**src/rtl/reaction_delay_timer.sv**
```systemverilog
// reaction_delay_timer
// Trial sequencer for the reaction-time game. A start pulse captures a random
// delay (in units), keeps the LED dark for that long, lights it, and then
// counts ticks until the user presses the button. Presses made while the LED
// is still dark are flagged as early. If the reaction counter fills up with no
// press, the trial ends with a timeout.

module reaction_delay_timer #(
    parameter int TICK_DIV   = 100_000,
    parameter int UNIT_TICKS = 250,
    parameter int RT_W       = 10
) (
    input  logic            clk,
    input  logic            rst,
    input  logic            start,
    input  logic            btn,
    input  logic [3:0]      count_rnd,
    output logic            led,
    output logic            busy,
    output logic            done,
    output logic            early,
    output logic            timeout,
    output logic [RT_W-1:0] rt,
    output logic [3:0]      delay_used
);

    localparam int PW = (TICK_DIV > 1) ? $clog2(TICK_DIV) : 1;
    localparam int UW = (UNIT_TICKS > 1) ? $clog2(UNIT_TICKS) : 1;

    localparam logic [PW-1:0]   PRESC_LAST = PW'(TICK_DIV - 1);
    localparam logic [UW-1:0]   UNIT_LAST  = UW'(UNIT_TICKS - 1);
    localparam logic [RT_W-1:0] RT_MAX     = '1;

    typedef enum logic [1:0] {
        S_IDLE  = 2'd0,
        S_DELAY = 2'd1,
        S_ARMED = 2'd2
    } state_t;

    state_t          r_state, w_state_next;
    logic [PW-1:0]   r_presc, w_presc_next;
    logic [UW-1:0]   r_tiu, w_tiu_next;      // ticks within the current unit
    logic [3:0]      r_unit, w_unit_next;    // whole units elapsed in DELAY
    logic [3:0]      r_delay, w_delay_next;
    logic [RT_W-1:0] r_rt, w_rt_next;
    logic            r_done, w_done_next;
    logic            r_early, w_early_next;
    logic            r_timeout, w_timeout_next;
    logic            r_led, r_busy;

    logic            w_tick;
    logic [RT_W-1:0] w_rt_inc;

    assign w_tick   = (r_presc == PRESC_LAST);
    // A tick that coincides with a press is counted before the press freezes rt.
    assign w_rt_inc = (w_tick && (r_rt != RT_MAX)) ? r_rt + 1'b1 : r_rt;

    // Next-state and next-datapath decode for the trial sequencer.
    // NOTE: every signal written here gets a default first, so no path through
    // the case statement leaves a value unassigned and no latch is inferred.
    always_comb begin
        w_state_next   = r_state;
        w_presc_next   = w_tick ? '0 : r_presc + 1'b1;
        w_tiu_next     = r_tiu;
        w_unit_next    = r_unit;
        w_delay_next   = r_delay;
        w_rt_next      = r_rt;
        w_done_next    = r_done;
        w_early_next   = r_early;
        w_timeout_next = r_timeout;

        case (r_state)
            S_IDLE: begin
                // start beats a simultaneous btn; a lone btn is ignored
                if (start) begin
                    w_state_next   = S_DELAY;
                    w_delay_next   = (count_rnd < 4'd2) ? 4'd2 : count_rnd;
                    w_rt_next      = '0;
                    w_done_next    = 1'b0;
                    w_early_next   = 1'b0;
                    w_timeout_next = 1'b0;
                    w_presc_next   = '0;
                    w_tiu_next     = '0;
                    w_unit_next    = '0;
                end
            end

            S_DELAY: begin
                if (btn) begin
                    w_state_next = S_IDLE;
                    w_early_next = 1'b1;
                    w_rt_next    = '0;
                end else if (w_tick) begin
                    if (r_tiu == UNIT_LAST) begin
                        w_tiu_next  = '0;
                        w_unit_next = r_unit + 4'd1;
                        // Arm on the same edge the last unit completes.
                        if (r_unit + 4'd1 == r_delay) begin
                            w_state_next = S_ARMED;
                            w_presc_next = '0;
                        end
                    end else begin
                        w_tiu_next = r_tiu + 1'b1;
                    end
                end
            end

            S_ARMED: begin
                w_rt_next = w_rt_inc;
                if (btn) begin
                    w_state_next = S_IDLE;
                    w_done_next  = 1'b1;
                end else if (w_rt_inc == RT_MAX) begin
                    w_state_next   = S_IDLE;
                    w_done_next    = 1'b1;
                    w_timeout_next = 1'b1;
                end
            end

            default: begin
                w_state_next = S_IDLE;
            end
        endcase
    end

    // State and datapath registers with synchronous active-low reset.
    // NOTE: sequential state uses non-blocking assignments so every register
    // samples its pre-edge inputs, independent of statement order.
    always_ff @(posedge clk) begin
        if (!rst) begin
            r_state   <= S_IDLE;
            r_presc   <= '0;
            r_tiu     <= '0;
            r_unit    <= '0;
            r_delay   <= '0;
            r_rt      <= '0;
            r_done    <= 1'b0;
            r_early   <= 1'b0;
            r_timeout <= 1'b0;
            r_led     <= 1'b0;
            r_busy    <= 1'b0;
        end else begin
            r_state   <= w_state_next;
            r_presc   <= w_presc_next;
            r_tiu     <= w_tiu_next;
            r_unit    <= w_unit_next;
            r_delay   <= w_delay_next;
            r_rt      <= w_rt_next;
            r_done    <= w_done_next;
            r_early   <= w_early_next;
            r_timeout <= w_timeout_next;
            r_led     <= (w_state_next == S_ARMED);
            r_busy    <= (w_state_next != S_IDLE);
        end
    end

    assign led        = r_led;
    assign busy       = r_busy;
    assign done       = r_done;
    assign early      = r_early;
    assign timeout    = r_timeout;
    assign rt         = r_rt;
    assign delay_used = r_delay;

endmodule
```
**config.mk**
```make
export PLATFORM = sky130hd
export DESIGN_NAME = reaction_delay_timer
export DESIGN_NICKNAME = d
export VERILOG_FILES = /design/src/rtl/reaction_delay_timer.sv
export SDC_FILE = /design/constraint.sdc
export NUM_CORES = 1
export LEC_CHECK = 0
export ABC_AREA = 1
export CAP_MARGIN = 20
export CORE_MARGIN = 10
export CORE_UTILIZATION = 55
export CTS_CLUSTER_SIZE = 10
export DETAILED_ROUTE_END_ITERATION = 16
export PLACE_DENSITY = 0.77
export SLEW_MARGIN = 40
export SYNTH_ARGS = -nofsm -noshare
export SYNTH_HDL_FRONTEND = slang
export SYNTH_SLANG_ARGS = --single-unit
```
**constraint.sdc**
```tcl
create_clock -name clk -period 3.42 [get_ports clk]
set_input_delay 0.684 -clock clk [delete_from_list [all_inputs] [get_ports clk]]
set_output_delay 0.684 -clock clk [all_outputs]
set_load 0.01 [all_outputs]
```
== Word level (Yosys, flattened, before mapping) ==
Cells that the tools add are included.

* Output and inout bits: 19
* Bits in registers: 50
* Input port bits: 8
* Logic and storage cells: 83

* $add $sub $neg: 4
* $lt $le $gt $ge: 1
* Equal/unequal tests: 16
* Mux-type cells: 38
* Reduce and logical (&&, ||, !) cells: 13

{| class="wikitable"
|+ Operator list
! operator !! count
|-
| $mux 17 || 6
|-
| $pmux 17 s2 || 1
|-
| $mux 8 || 4
|-
| $mux 10 || 3
|-
| $pmux 10 s3 || 1
|-
| $mux 4 || 5
|-
| $add 17x1->17 const B || 1
|-
| $eq 17x17->1 const B || 1
|-
| $pmux 8 s2 || 1
|-
| $mux 2 || 7
|-
| $ne 2x2->1 const B || 7
|-
| $add 10x1->10 const B || 1
|-
| $eq 10x10->1 const B || 1
|-
| $ne 10x10->1 const B || 1
|-
| $reduce_and 3->1 || 3
|-
| $add 8x1->8 const B || 1
|-
| $eq 8x8->1 const B || 1
|-
| $pmux 4 s2 || 1
|-
| $reduce_and 4->1 || 2
|-
| $pmux 1 s2 || 3
|-
| $pmux 2 s3 || 1
|-
| $reduce_bool 2->1 || 3
|-
| $mux 1 || 5
|-
| $reduce_and 5->1 || 1
|-
| other kinds (10) || 11
|}

== Longest topological paths before layout ==
* Depth after elaboration: 8
* Gate-level depth with buffers: 16
* Depth with buffers taken out: 16

== Worst setup path after synthesis ==
OpenSTA, ideal clock, no wires.

* Kind: register to register
* Start: register r_rt[0] (netlist: rt[0])
* End: register r_busy (netlist: busy)
* Buffers on the path: 1
* Path slack: 1.511 ns
* Data required time: 3.307 ns
* Period minus slack after synthesis: 1.909 ns
* Setup time: 0.113 ns
* Stages on the path, launching flop included: 16
* Arrival time: 1.796 ns
* Path through: dfxtp_1 > ha_1 > nand2_2 > nor2_4 > nand3_2 > buf_4 > nand4_1 > nand2_1 > inv_2 > nand2_1 > nor2_2 > nand3_2 > nand3_2 > nand2_1 > nand2_2 > nand2_1

* Word-level cells in the longest chain between the ends: 8
* Elaborated cells between the ends (all ways): 9
* Those cells by class: add/sub: 1; eq/ne: 2; mux: 4; reduce/logical: 2

{| class="wikitable"
|+ Ends and longest elaborated chain
! item !! line !! RTL
|-
| start: declaration || 45 || <nowiki>logic [RT_W-1:0] r_rt, w_rt_next;</nowiki>
|-
| start signal: assignment || 148 || <nowiki>r_rt <= w_rt_next;</nowiki>
|-
| parallel branches: the longest is 2 deep, another holds $add 10x1->10 || -- ||
|-
| $mux 10 (*) || 56 || <nowiki>assign w_rt_inc = (w_tick && (r_rt != RT_MAX)) ? r_rt + 1'b1 : r_rt;</nowiki>
|-
| $eq 10x10->1 (*) || 113 || <nowiki>end else if (w_rt_inc == RT_MAX) begin</nowiki>
|-
| $mux 2 (*) || 113 ||
|-
| $mux 2 (*) || 110 || <nowiki>if (btn) begin</nowiki>
|-
| $pmux 2 s3 (*) || 72 || <nowiki>case (r_state)</nowiki>
|-
| $reduce_bool 2->1 (*) || 153 || <nowiki>r_busy <= (w_state_next != S_IDLE);</nowiki>
|-
| end signal: assignment || 153 ||
|-
| end: declaration || 49 || <nowiki>logic r_led, r_busy;</nowiki>
|}

Every way passes the cells marked *.
A chain may end at the register's enable or synchronous reset.

==> impl_metrics.env <==
export IMPL_status="complete, no violations"
export IMPL_core_mm2=0.00482
export IMPL_ys_types=40
export IMPL_pwr_density_cell_mw_per_mm2=331
export IMPL_layout_worst_path_cycle_share_pct=70.9
export IMPL_timing_hold_ws_ps=468
export IMPL_worst_pin_slew_ps=730
export IMPL_portBuffers=26
export IMPL_slowest_delay_ps=730
export IMPL_antenna_found_initial=0
export IMPL_cp_arrival_ps=2690
export IMPL_fill_cells=461
export IMPL_combPwrFrac_pct=9.1
export IMPL_p_int_w=0.000781
export IMPL_die_w_um=91.3
export IMPL_final_cells=494
export IMPL_setup_viol=0
export IMPL_drc=0
export IMPL_syn_to_final_growth_pct=14.7
export IMPL_ios=27
export IMPL_crit_chain="clkdlybuf4s50_1 -> inv_1 -> nor2_2 -> inv_1 -> nor2_2 -> inv_2 -> a21oi_1 -> o21a_1"
export IMPL_worstReg2RegStart="rt[0]"
export IMPL_synth_seq_cells=50
export IMPL_worstReg2RegEnd="busy"
export IMPL_die_h_um=91.3
export IMPL_cp_slowest_cell="clkdlybuf4s50_1"
export IMPL_cts_setup_buffers=0
export IMPL_skew_ps=10.8
export IMPL_holdPathEnd="r_presc[0]"
export IMPL_cap_violations=0
export IMPL_area_sequential_mm2=0.00100
export IMPL_overflow=0
export IMPL_crit_buf_inv=4
export IMPL_layout_common_cells="nand2_1, dfxtp_1, inv_1"
export IMPL_r2r_setup_slack_ps=1010
export IMPL_cts_buffers=5
export IMPL_worst_path_stages=8
export IMPL_final_area_mm2=0.00321
export IMPL_cts_root_buf="clkbuf_8"
export IMPL_netlist_instances=398
export IMPL_dr_pass1_iters=4
export IMPL_synth_edf_count=0
export IMPL_tritoncts="built"
export IMPL_fin_setup_tns_ps=0
export IMPL_cts_hold_buf=0
export IMPL_required_ps=3690
export IMPL_place_area_mm2=0.00311
export IMPL_clock_latency_ps=310
export IMPL_track_usage_pct=14.4
export IMPL_max_slew_margin_rel_pct=51.0
export IMPL_grt_pass1_vias=2391
export IMPL_wl_per_cell_um=12.2
export IMPL_clkTransAtPathRegs_ps=100
export IMPL_start_util_pct=58.0
export IMPL_vias=2569
export IMPL_async_flop_share_pct=0
export IMPL_fmax_mhz=412
export IMPL_synth_area_per_cell_um2=7.02
export IMPL_hold_violations=0
export IMPL_multiInputGateArea_mm2=0.00155
export IMPL_synthTopCellsByArea="dfxtp_1, nand2_1, inv_1"
export IMPL_ys_flop_type="dfxtp_1"
export IMPL_reg2reg_depth=14
export IMPL_syn_num_nets=411
export IMPL_worstHoldPathType="reg -> reg"
export IMPL_gp_congestion=0.869
export IMPL_synth_largest_area_cell="dfxtp_1"
export IMPL_drt_initial_drc_count=130
export IMPL_seq_area_frac_synth_pct=35.8
export IMPL_cp_end_kind="register"
export IMPL_p_clk_share_pct=34.0
export IMPL_swShare_pct=26.5
export IMPL_totalWireLength_um=6020
export IMPL_dieArea_mm2=0.00833
export IMPL_hpwlAfterDp_um=4590
export IMPL_clockBufferDepth=2
export IMPL_grt_pass1_wl_um=10400
export IMPL_grt_max_degree=18
export IMPL_peakVddDrop_mv=0.262
export IMPL_ys_warn_count=0
export IMPL_period_minus_slack_ps=2430
export IMPL_fin_util_pct=66.6
export IMPL_path_delay_family="buffers and inverters"
export IMPL_p_leak_nw=1.25
export IMPL_slew_violations=0
export IMPL_dp_cells=486
export IMPL_final_common_cell="nand2_1"
export IMPL_cts_max_level=2
export IMPL_min_path_cells=1
export IMPL_crit_fanout=14
export IMPL_critical_path_class="in -> reg"
export IMPL_rsz0062_at_grt="no"
export IMPL_fp_row_count=25
export IMPL_clock_sinks=50
export IMPL_synth_top_area_share_pct=35.8
export IMPL_worstHoldStart="r_presc[0]"
export IMPL_postRouteAntennaNets=0
export IMPL_synth_cell_area_mm2=0.00280
export IMPL_power_frac_seq_pct=56.9
export IMPL_viasPerCell=5.20
export IMPL_setup_worst_path_start_class="input port"
export IMPL_ctsResizeCount=0
export IMPL_layout_nets=439
export IMPL_n_antenna_cell=0
export IMPL_drive_above_1_share_pct=11.5
export IMPL_p_switching_w=0.000281
-- flip-flops by register name (all words and copies together), names as in the netlist --
| name | count |
|---|---|
| r_presc | 17 |
| rt | 10 |
| r_tiu | 8 |
| delay_used | 4 |
| r_unit | 4 |
| r_state | 2 |
| busy | 1 |
| done | 1 |
| early | 1 |
| led | 1 |
| timeout | 1 |
-- cell families (layout without fill, tap and decap cells) --
group           Yosys count  after routing  share of synthesized area, %
xor+xnor                 12             12                          3.76
buf+inv                  62             91                          8.59
simple gates            212            212                          37.2
fa+ha+maj                 5              5                          2.24
flops                    50             50                          35.8
compound gates           57             57                          12.4
-- stage by stage --
stage / power [W] / setup WS [ps]
floorplan: 0.000680 / 1510
global placement: 0.000712 / 704
detailed placement: 0.000714 / 616
CTS: 0.00107 / 954
global route: 0.00110 / 714
finish: 0.00106 / 994
-- metal layers --
| layer | vias up | part of all wire [%] | global-route usage [%] | wire, um |
|---|---|---|---|---|
| met5 | - | 0 | 0 | 0 |
| met4 | 0 | 1.1 | 4.31 | 65 |
| met3 | 7 | 3.5 | 3.37 | 212 |
| met2 | 31 | 50 | 25.5 | 3030 |
| met1 | 1187 | 45 | 16.7 | 2710 |
| li1 | 1344 | - | - | - |
-- cell type report --
class	count	area share, %
clock buffers	5	2.15
clock inverters	3	0.780
inverters	57	6.67
multi-input cells	286	48.5
flip-flops and latches	50	31.2
well taps	67	2.61
repair buffers	26	8.12
-- how the worst max path moves through the flow --
stage,to,start
4_1_cts,r_presc[13],rst
3_5_place_dp,r_presc[13],rst
5_1_grt,r_presc[16],rst
2_1_floorplan,busy,rt[0]
3_3_place_gp,r_presc[13],rst
6_report,r_presc[13],rst
-- power groups by stage --
stage	clock [W]	sequential, W	combinational (W)
6_report	0.000361	0.000604	0.0000967
5_1_grt	0.000387	0.000606	0.000108
2_1_floorplan	0	0.000618	0.0000625
3_5_place_dp	0	0.000617	0.0000970
3_3_place_gp	0	0.000617	0.0000948
4_1_cts	0.000367	0.000604	0.0000974
-- synthesized netlist by cell type, types with 8 or more instances --
| cell | number |
|---|---|
| a21oi_1 | 24 |
| nand3_1 | 25 |
| xor2_1 | 9 |
| nand2_1 | 97 |
| nor2_2 | 8 |
| inv_1 | 46 |
| nand4_1 | 8 |
| inv_2 | 11 |
| nor3_1 | 10 |
| o21ai_0 | 16 |
| nor2_1 | 39 |
| dfxtp_1 | 50 |
Note: power is estimated with default switching activity, not from simulation.
